[config.mk]
export PLATFORM = sky130hd
export DESIGN_NAME = dmem_access_ctrl
export DESIGN_NICKNAME = d
export VERILOG_FILES = /design/src/rtl/dmem_access_ctrl.sv
export SDC_FILE = /design/constraint.sdc
export NUM_CORES = 1
export LEC_CHECK = 0
export CELL_PAD_IN_SITES_DETAIL_PLACEMENT = 1
export CELL_PAD_IN_SITES_GLOBAL_PLACEMENT = 2
export CORE_MARGIN = 4
export CORE_UTILIZATION = 30
export CTS_BUF_LIST = sky130_fd_sc_hd__clkbuf_16
export CTS_CLUSTER_DIAMETER = 50
export CTS_CLUSTER_SIZE = 28
export DETAILED_ROUTE_END_ITERATION = 8
export DONT_BUFFER_PORTS = 1
export PLACE_DENSITY_LB_ADDON = 0.25
export SKIP_CTS_REPAIR_TIMING = 1
export SLEW_MARGIN = 15
export SYNTH_ARGS = -nofsm -noshare
export SYNTH_HDL_FRONTEND = slang
export SYNTH_SLANG_ARGS = --single-unit
[constraint.sdc]
create_clock -name i_clk -period 3.3 [get_ports i_clk]
set_input_delay 0.495 -clock i_clk [delete_from_list [all_inputs] [get_ports i_clk]]
set_output_delay 0.495 -clock i_clk [all_outputs]
set_load 0.02 [all_outputs]
[src/rtl/dmem_access_ctrl.sv]
// Data-memory sequencer: RV32I loads/stores to a word-wide 1-cycle-latency RAM, RMW for sub-word stores.
// Optional DMEM_BYTE_WE_EN: RAM with byte write enables, sub-word stores complete in one cycle.
module dmem_access_ctrl #(
  parameter int ADDR_W = 10
) (
  input  logic              i_clk,
  input  logic              i_rst_n,
  input  logic              i_req,
  input  logic              i_we,
  input  logic [2:0]        i_funct3,
  input  logic [31:0]       i_addr,
  input  logic [31:0]       i_wdata,
  output logic              o_stall,
  output logic [31:0]       o_rdata,
  output logic              o_rvalid,
  output logic              o_fault,
  output logic              o_ram_en,
  output logic              o_ram_we,
  output logic [ADDR_W-1:0] o_ram_addr,
  output logic [31:0]       o_ram_di,
`ifdef DMEM_BYTE_WE_EN
  output logic [3:0]        o_ram_be,
`endif
  input  logic [31:0]       i_ram_dout
);

  typedef enum logic [1:0] {IDLE, LD_CAP, RMW_WR, DONE} state_t;

  state_t      state, state_nxt;
  logic        was_ld;
  logic        f3_legal, misalign, bad_req, is_word_st;
  logic [31:0] ld_shift, ld_val, merged;
  logic        unused_addr_bits;

  assign unused_addr_bits = ^i_addr[31:ADDR_W+2];

  always_comb begin
    if (i_we) f3_legal = (i_funct3 == 3'b000) || (i_funct3 == 3'b001) || (i_funct3 == 3'b010);
    else      f3_legal = (i_funct3 == 3'b000) || (i_funct3 == 3'b001) || (i_funct3 == 3'b010) ||
                         (i_funct3 == 3'b100) || (i_funct3 == 3'b101);
  end

  assign misalign   = ((i_funct3[1:0] == 2'b01) && i_addr[0]) ||
                      ((i_funct3[1:0] == 2'b10) && (i_addr[1:0] != 2'b00));
  assign bad_req    = !f3_legal || misalign;
  assign is_word_st = (i_funct3[1:0] == 2'b10);

  // Load lane extraction: shift the addressed lane down to bit 0, then extend.
  assign ld_shift = i_ram_dout >> {i_addr[1:0], 3'b000};
  always_comb begin
    case (i_funct3)
      3'b000:  ld_val = {{24{ld_shift[7]}}, ld_shift[7:0]};
      3'b001:  ld_val = {{16{ld_shift[15]}}, ld_shift[15:0]};
      3'b100:  ld_val = {24'h0, ld_shift[7:0]};
      3'b101:  ld_val = {16'h0, ld_shift[15:0]};
      default: ld_val = i_ram_dout;
    endcase
  end

  always_comb begin
    merged = i_ram_dout;
    if (i_funct3[1:0] == 2'b00)      merged[{i_addr[1:0], 3'b000} +: 8]  = i_wdata[7:0];
    else if (i_funct3[1:0] == 2'b01) merged[{i_addr[1], 4'b0000} +: 16] = i_wdata[15:0];
  end

  always_ff @(posedge i_clk or negedge i_rst_n) begin
    if (!i_rst_n) begin
      state   <= IDLE;
      o_rdata <= 32'h0;
      was_ld  <= 1'b0;
    end else begin
      state <= state_nxt;
      if (state == LD_CAP) begin
        o_rdata <= ld_val;
        was_ld  <= 1'b1;
      end else if (state == RMW_WR) begin
        was_ld  <= 1'b0;
      end
    end
  end

  always_comb begin
    state_nxt = state;
    case (state)
      IDLE: begin
        if (i_req && !bad_req) begin
          if (!i_we) state_nxt = LD_CAP;
`ifndef DMEM_BYTE_WE_EN
          else if (!is_word_st) state_nxt = RMW_WR;
`endif
        end
      end
      LD_CAP:  state_nxt = DONE;
      RMW_WR:  state_nxt = DONE;
      default: state_nxt = IDLE;
    endcase
  end

  // Outputs are gated by reset so an in-flight RMW write drops the instant reset asserts.
  always_comb begin
    o_stall    = 1'b0;
    o_rvalid   = 1'b0;
    o_fault    = 1'b0;
    o_ram_en   = 1'b0;
    o_ram_we   = 1'b0;
    o_ram_addr = i_addr[ADDR_W+1:2];
    o_ram_di   = i_wdata;
`ifdef DMEM_BYTE_WE_EN
    o_ram_be   = 4'b0000;
`endif
    case (state)
      IDLE: begin
        if (i_req) begin
          if (bad_req) begin
            o_fault = 1'b1;
          end else if (i_we) begin
            o_ram_en = 1'b1;
`ifdef DMEM_BYTE_WE_EN
            o_ram_we = 1'b1;
            case (i_funct3[1:0])
              2'b00: begin
                o_ram_di = {4{i_wdata[7:0]}};
                o_ram_be = 4'b0001 << i_addr[1:0];
              end
              2'b01: begin
                o_ram_di = {2{i_wdata[15:0]}};
                o_ram_be = 4'b0011 << {i_addr[1], 1'b0};
              end
              default: o_ram_be = 4'b1111;
            endcase
`else
            o_ram_we = is_word_st;
            o_stall  = !is_word_st;
`endif
          end else begin
            o_ram_en = 1'b1;
            o_stall  = 1'b1;
          end
        end
      end
      LD_CAP: o_stall = 1'b1;
      RMW_WR: begin
        o_ram_en = 1'b1;
        o_ram_we = 1'b1;
        o_ram_di = merged;
        o_stall  = 1'b1;
      end
      default: o_rvalid = was_ld;
    endcase
    if (!i_rst_n) begin
      o_stall  = 1'b0;
      o_rvalid = 1'b0;
      o_fault  = 1'b0;
      o_ram_en = 1'b0;
      o_ram_we = 1'b0;
    end
  end

endmodule
======== Word level (Yosys, flattened, before mapping) ========
Index checks and enable logic that the tools add are counted.
storage, ports and cells
  output and inout bits ................... 79
  logic and storage cells ................. 73
  flip-flop bits (word level) ............. 35
  input port bits ......................... 103
operators by class
  reductions and logical operators ........ 20
  add/sub/neg operators ................... 2
  multiplexer cells ....................... 33
  equality and inequality tests ........... 10
  shifts and indexed selects .............. 5
operator list
  kind                     number
  $pmux 32 s4              1
  $mux 32                  3
  $bwmux 32                2
  $shift 16x7->32 const A  1
  $shift 8x7->32 const A   1
  $shiftx 16x7->32         1
  $shiftx 8x7->32          1
  $shr 32x5->16            1
  $mux 1                   20
  $neg 5->7                2
  $eq 3x3->1 const B       2
  $logic_or 1x1->1         6
  $mux 2                   3
  $pmux 1 s2               3
  $eq 2x1->1 const B       2
  $eq 2x2->1 const B       2
  $logic_not 2->1          2
  $pmux 2 s2               1
  $reduce_bool 2->1        2
  $eq 3x1->1 const B       1
  $eq 3x2->1 const B       1
  $logic_and 1x1->1        3
  $logic_not 1->1          3
  $logic_not 3->1          1
  5 further kinds          5

======== Longest topological paths before layout ========
  depth in word-level cells ............... 12
  mapped depth ............................ 8

======== Least setup slack after synthesis ========
Ideal clock, no wire load.
  path kind ............................... input-to-output
  from .................................... in i_addr[1]
  to ...................................... out o_ram_di[30]
  path buffers ............................ 2
  stages .................................. 8
  setup slack ............................. 0.599 ns
  arrival time ............................ 2.206 ns
  data required time ...................... 2.805 ns
  cell sequence ........................... clkbuf_1 inv_1 ha_1 nor4bb_1 buf_1 a221oi_1 a211oi_1 a21o_1
between the ends
  longest elaborated chain between the ends .. 6
  elaborated cells between the ends (all ways) .. 11
  those cells by class .................... 2 x add/sub; 4 x shift; 5 x mux
RTL lines
  item                                                        RTL line  text
  start: declaration                                          11        input logic [31:0] i_addr,
  $neg 5->7                                                   63        else if (i_funct3[1:0] == 2'b01) merged[{i_addr[1], 4'b0000} +: 16] = i_wdata[15:0];
  $shiftx 16x7->32 / $shift 16x7->32 (equally long branches)  63
  $bwmux 32                                                   63
  $mux 32                                                     63
  $mux 32 (*)                                                 62        if (i_funct3[1:0] == 2'b00) merged[{i_addr[1:0], 3'b000} +: 8] = i_wdata[7:0];
  $mux 32 (*)                                                 111       case (state)
  end: declaration                                            20        output logic [31:0] o_ram_di,
Mark *: on every way between the ends. The rest lies on a longest branch, timed or not.

======== Final worst setup path ========
  from .................................... reg state[0]
  to ...................................... out o_ram_di[0]
between the ends
  longest elaborated chain between the ends .. 2
RTL lines
  item                      RTL line  text
  start: declaration        29        state_t state, state_nxt;
  start signal: assignment  72        state <= state_nxt;
  $eq 2x2->1                111
  $mux 32                   111
Every way passes these cells.

==> results.toml <==
[status]
outcome = "finished, final reports clean"

[timing]
fin_skew_ns = 0.003411
tightest_slew_ns = 0.7392
fmax_mhz = 341.6
fin_crit_sh_pct = 88.70
layout_min_cycle_time_ns = 2.927
max-slew-margin-rel_pct = 50.63
finalSetupViolCount = 0
rsz0062_at_grt = "no"
finalMaxSlewViolations = 0
fin_tns_setup_ns = 0
timing.final.hold_violations = 0

[cts]
cts_sinks = 35
root_buffer = "clkbuf_16"
clk_pin_slew_ns = 0.06
cts-buffers-inserted = 5
cts_tree = "built"
cts_buffer_depth = 2
clock_latency_ns = 0.28
cts.htree.levels = 2

[cells_and_area]
area_growth_pct = 7.236
final_common_cell = "dfrtp_1"
n_antenna_cell = 0
layoutNonFillerInstCount = 441
layout_common_cells = "35 x dfrtp_1, 29 x inv_1, 17 x nor2b_1"
nNetsFinal = 418
nFillCells = 1138
drive_gt1_share_pct = 9.740

[worst_setup_path]
r2r_cells = 6
cp.required_ns = 2.80
rr_endpoint = "o_rdata[31]"
startpoint = "state[0]"
worstPathArrival_ns = 2.43
crit_type = "register to output port"
crit_path_end_kind = "output port"
r2r-start = "state[1]"
r2r_setup_slack_ns = 1.18
start_kind = "register"
critPathMaxFanout = 10

[power_and_ir_drop]
switching_share_pct = 49.76
internal_power_mw = 1.429
clockPowerShare_pct = 16.3
switching_power_mw = 1.415
irDropWorstVdd_mv = 0.2483
pwr-share-comb_pct = 48.7
leakagePower_nw = 1.380
powerDensity_mw_per_mm2 = 891.8
seqPwrFrac_pct = 35.0

[synth]
synthCells = 326
ys_seq_area_share_pct = 29.45
syn_area_mm2 = 0.002974
syn_avg_cell_area_um2 = 9.123
yosys_warnings = 0
synth_cell_types = 45
syn-num-nets = 437
ys_ff_latch = 35

[drt]
dr.first_iter.drc_count = 207
antenna_left = 0
dr.pass1.iters = 5
routedWlPerCell_um = 27.41
post-route-drc-count = 0
dr_total_vias = 2761
avgViaCountPerCell = 6.261
routed_wl_mm = 12.09

[floorplanning]
start_util_pct = 30.57
die_area_mm2 = 0.01157
placementRows = 36
die_h_um = 107.6
core_mm2 = 0.009729
die-width_um = 107.6
ios = 182

[grt]
first_global_vias = 2870
antenna_found_initial = 0
grt-ovfl-total = 0
grt_max_degree = 41
grt_pass1_wl_mm = 17.90
gr-usage-all-layers_pct = 20.14

[place]
port-buffer-count = 0
gp_congestion = 0.8162
dp.cells = 432
place_hpwl_mm = 9.181

[run]
maxCapViolCount = 0

[worst_hold_path]
hold_class = "primary input to asynchronous set/reset pin"
## state kept, by name (all words and copies together), names as in the netlist
name     count
o_rdata     32
state        2
was_ld       1
## stage by stage
step / total power, mW / hold slack (ns) / instance area, µm² / util (%) / worst slack (ns)
after global placement: 2.345 / 0.2008 / 3022 / 31.06 / 0.7543
after global routing: 3.042 / 0.05058 / 3189 / 32.78 / 0.2243
after detailed placement: 2.378 / 0.2008 / 3022 / 31.06 / 0.6984
after CTS: 2.861 / -0.1018 / 3162 / 32.50 / 0.3832
final: 2.844 / 0.04409 / 3189 / 32.78 / 0.3729
after floorplan: 2.109 / 0.1994 / 2974 / - / 0.5991
## critical path: stages (launching register included)
cell,delay [ns]
dfrtp_1,0.41
inv_1,0.09
ha_1,0.30
nand2b_1,0.30
a21oi_1,0.66
a22o_1,0.38
## worst max path at each step
stage                              end  slack [ns]  cells past startpoint
after floorplan           o_ram_di[30]        0.60                      8
after global placement     o_ram_di[7]        0.75                      5
after detailed placement   o_ram_di[0]        0.70                      5
after CTS                  o_ram_di[0]        0.38                      5
after global routing       o_ram_di[7]        0.22                      5
final                      o_ram_di[0]        0.37                      5
## metal layers
layer,routed length (µm),track usage [%]
met2,5702,33.44
met4,235,5.050
met5,0,0
met3,1196,6.479
met1,4951,25.24
## layout make-up
class	instances	area, µm²	share of cell area [%]
Inverter	30	112.6	3.531
Clock inverter	3	15.01	0.4708
Sequential cell	35	875.8	27.46
Timing Repair Buffer	10	95.09	2.982
Tap cell	133	166.4	5.218
Multi-Input combinational cell	225	1799	56.41
Clock buffer	5	125.1	3.923
## power groups by stage
stage               clock, mW  combinational, mW  sequential (mW)
floorplan                   0               1.16            0.949
global placement            0               1.34             1.01
detailed placement          0               1.37             1.01
CTS                     0.478               1.38             1.01
global route            0.495               1.52             1.02
finish                  0.464               1.38            0.996
## cell families after synthesis
kind of cell,count (synthesis),synth area share (%)
AOI/OAI and AO/OA,142,38.28
buffers and inverters,66,10.14
and+or+nand+nor,53,10.73
DFF,35,29.45
muxes,22,8.035
adders and majority gates,8,3.366
## cell usage after synthesis (all sizes together)
| master | instances | area share, % |
|---|---|---|
| nor2b | 17 | 3.6 |
| o21ai | 16 | 2.7 |
| nor3b | 5 | 1.3 |
| o21a | 1 | 0.25 |
| a21boi | 1 | 0.25 |
| a221oi | 10 | 2.9 |
| a311o | 16 | 5.4 |
| ha | 8 | 3.4 |
| o221ai | 7 | 2.1 |
| a222oi | 8 | 2.7 |
| dfrtp | 35 | 29 |
| buf | 21 | 4.5 |
| a2bb2oi | 6 | 1.8 |
| a211oi | 10 | 2.7 |
| nor4bb | 1 | 0.34 |
| nor4b | 1 | 0.50 |
| nand3b | 3 | 0.76 |
| nand2 | 2 | 0.25 |
| a22o | 16 | 4.7 |
| a21o | 16 | 4.0 |
| o22ai | 6 | 1.3 |
| a21oi | 5 | 0.84 |
| a21bo | 1 | 0.34 |
| nand2b | 3 | 0.63 |
| nor3 | 1 | 0.17 |
| a31oi | 7 | 1.5 |
| a31o | 3 | 1.2 |
| or2 | 1 | 0.21 |
| clkinv | 1 | 0.13 |
| clkbuf | 15 | 1.9 |
| o211a | 5 | 1.7 |
| mux4 | 1 | 0.76 |
| and3b | 1 | 0.29 |
| and3 | 2 | 0.42 |
| nand3 | 7 | 1.2 |
| mux2i | 16 | 5.4 |
| mux2 | 5 | 1.9 |
| nor2 | 9 | 1.1 |
| inv | 29 | 3.7 |
| a22oi | 8 | 2.0 |
Note: power is estimated with default switching activity, not from simulation.
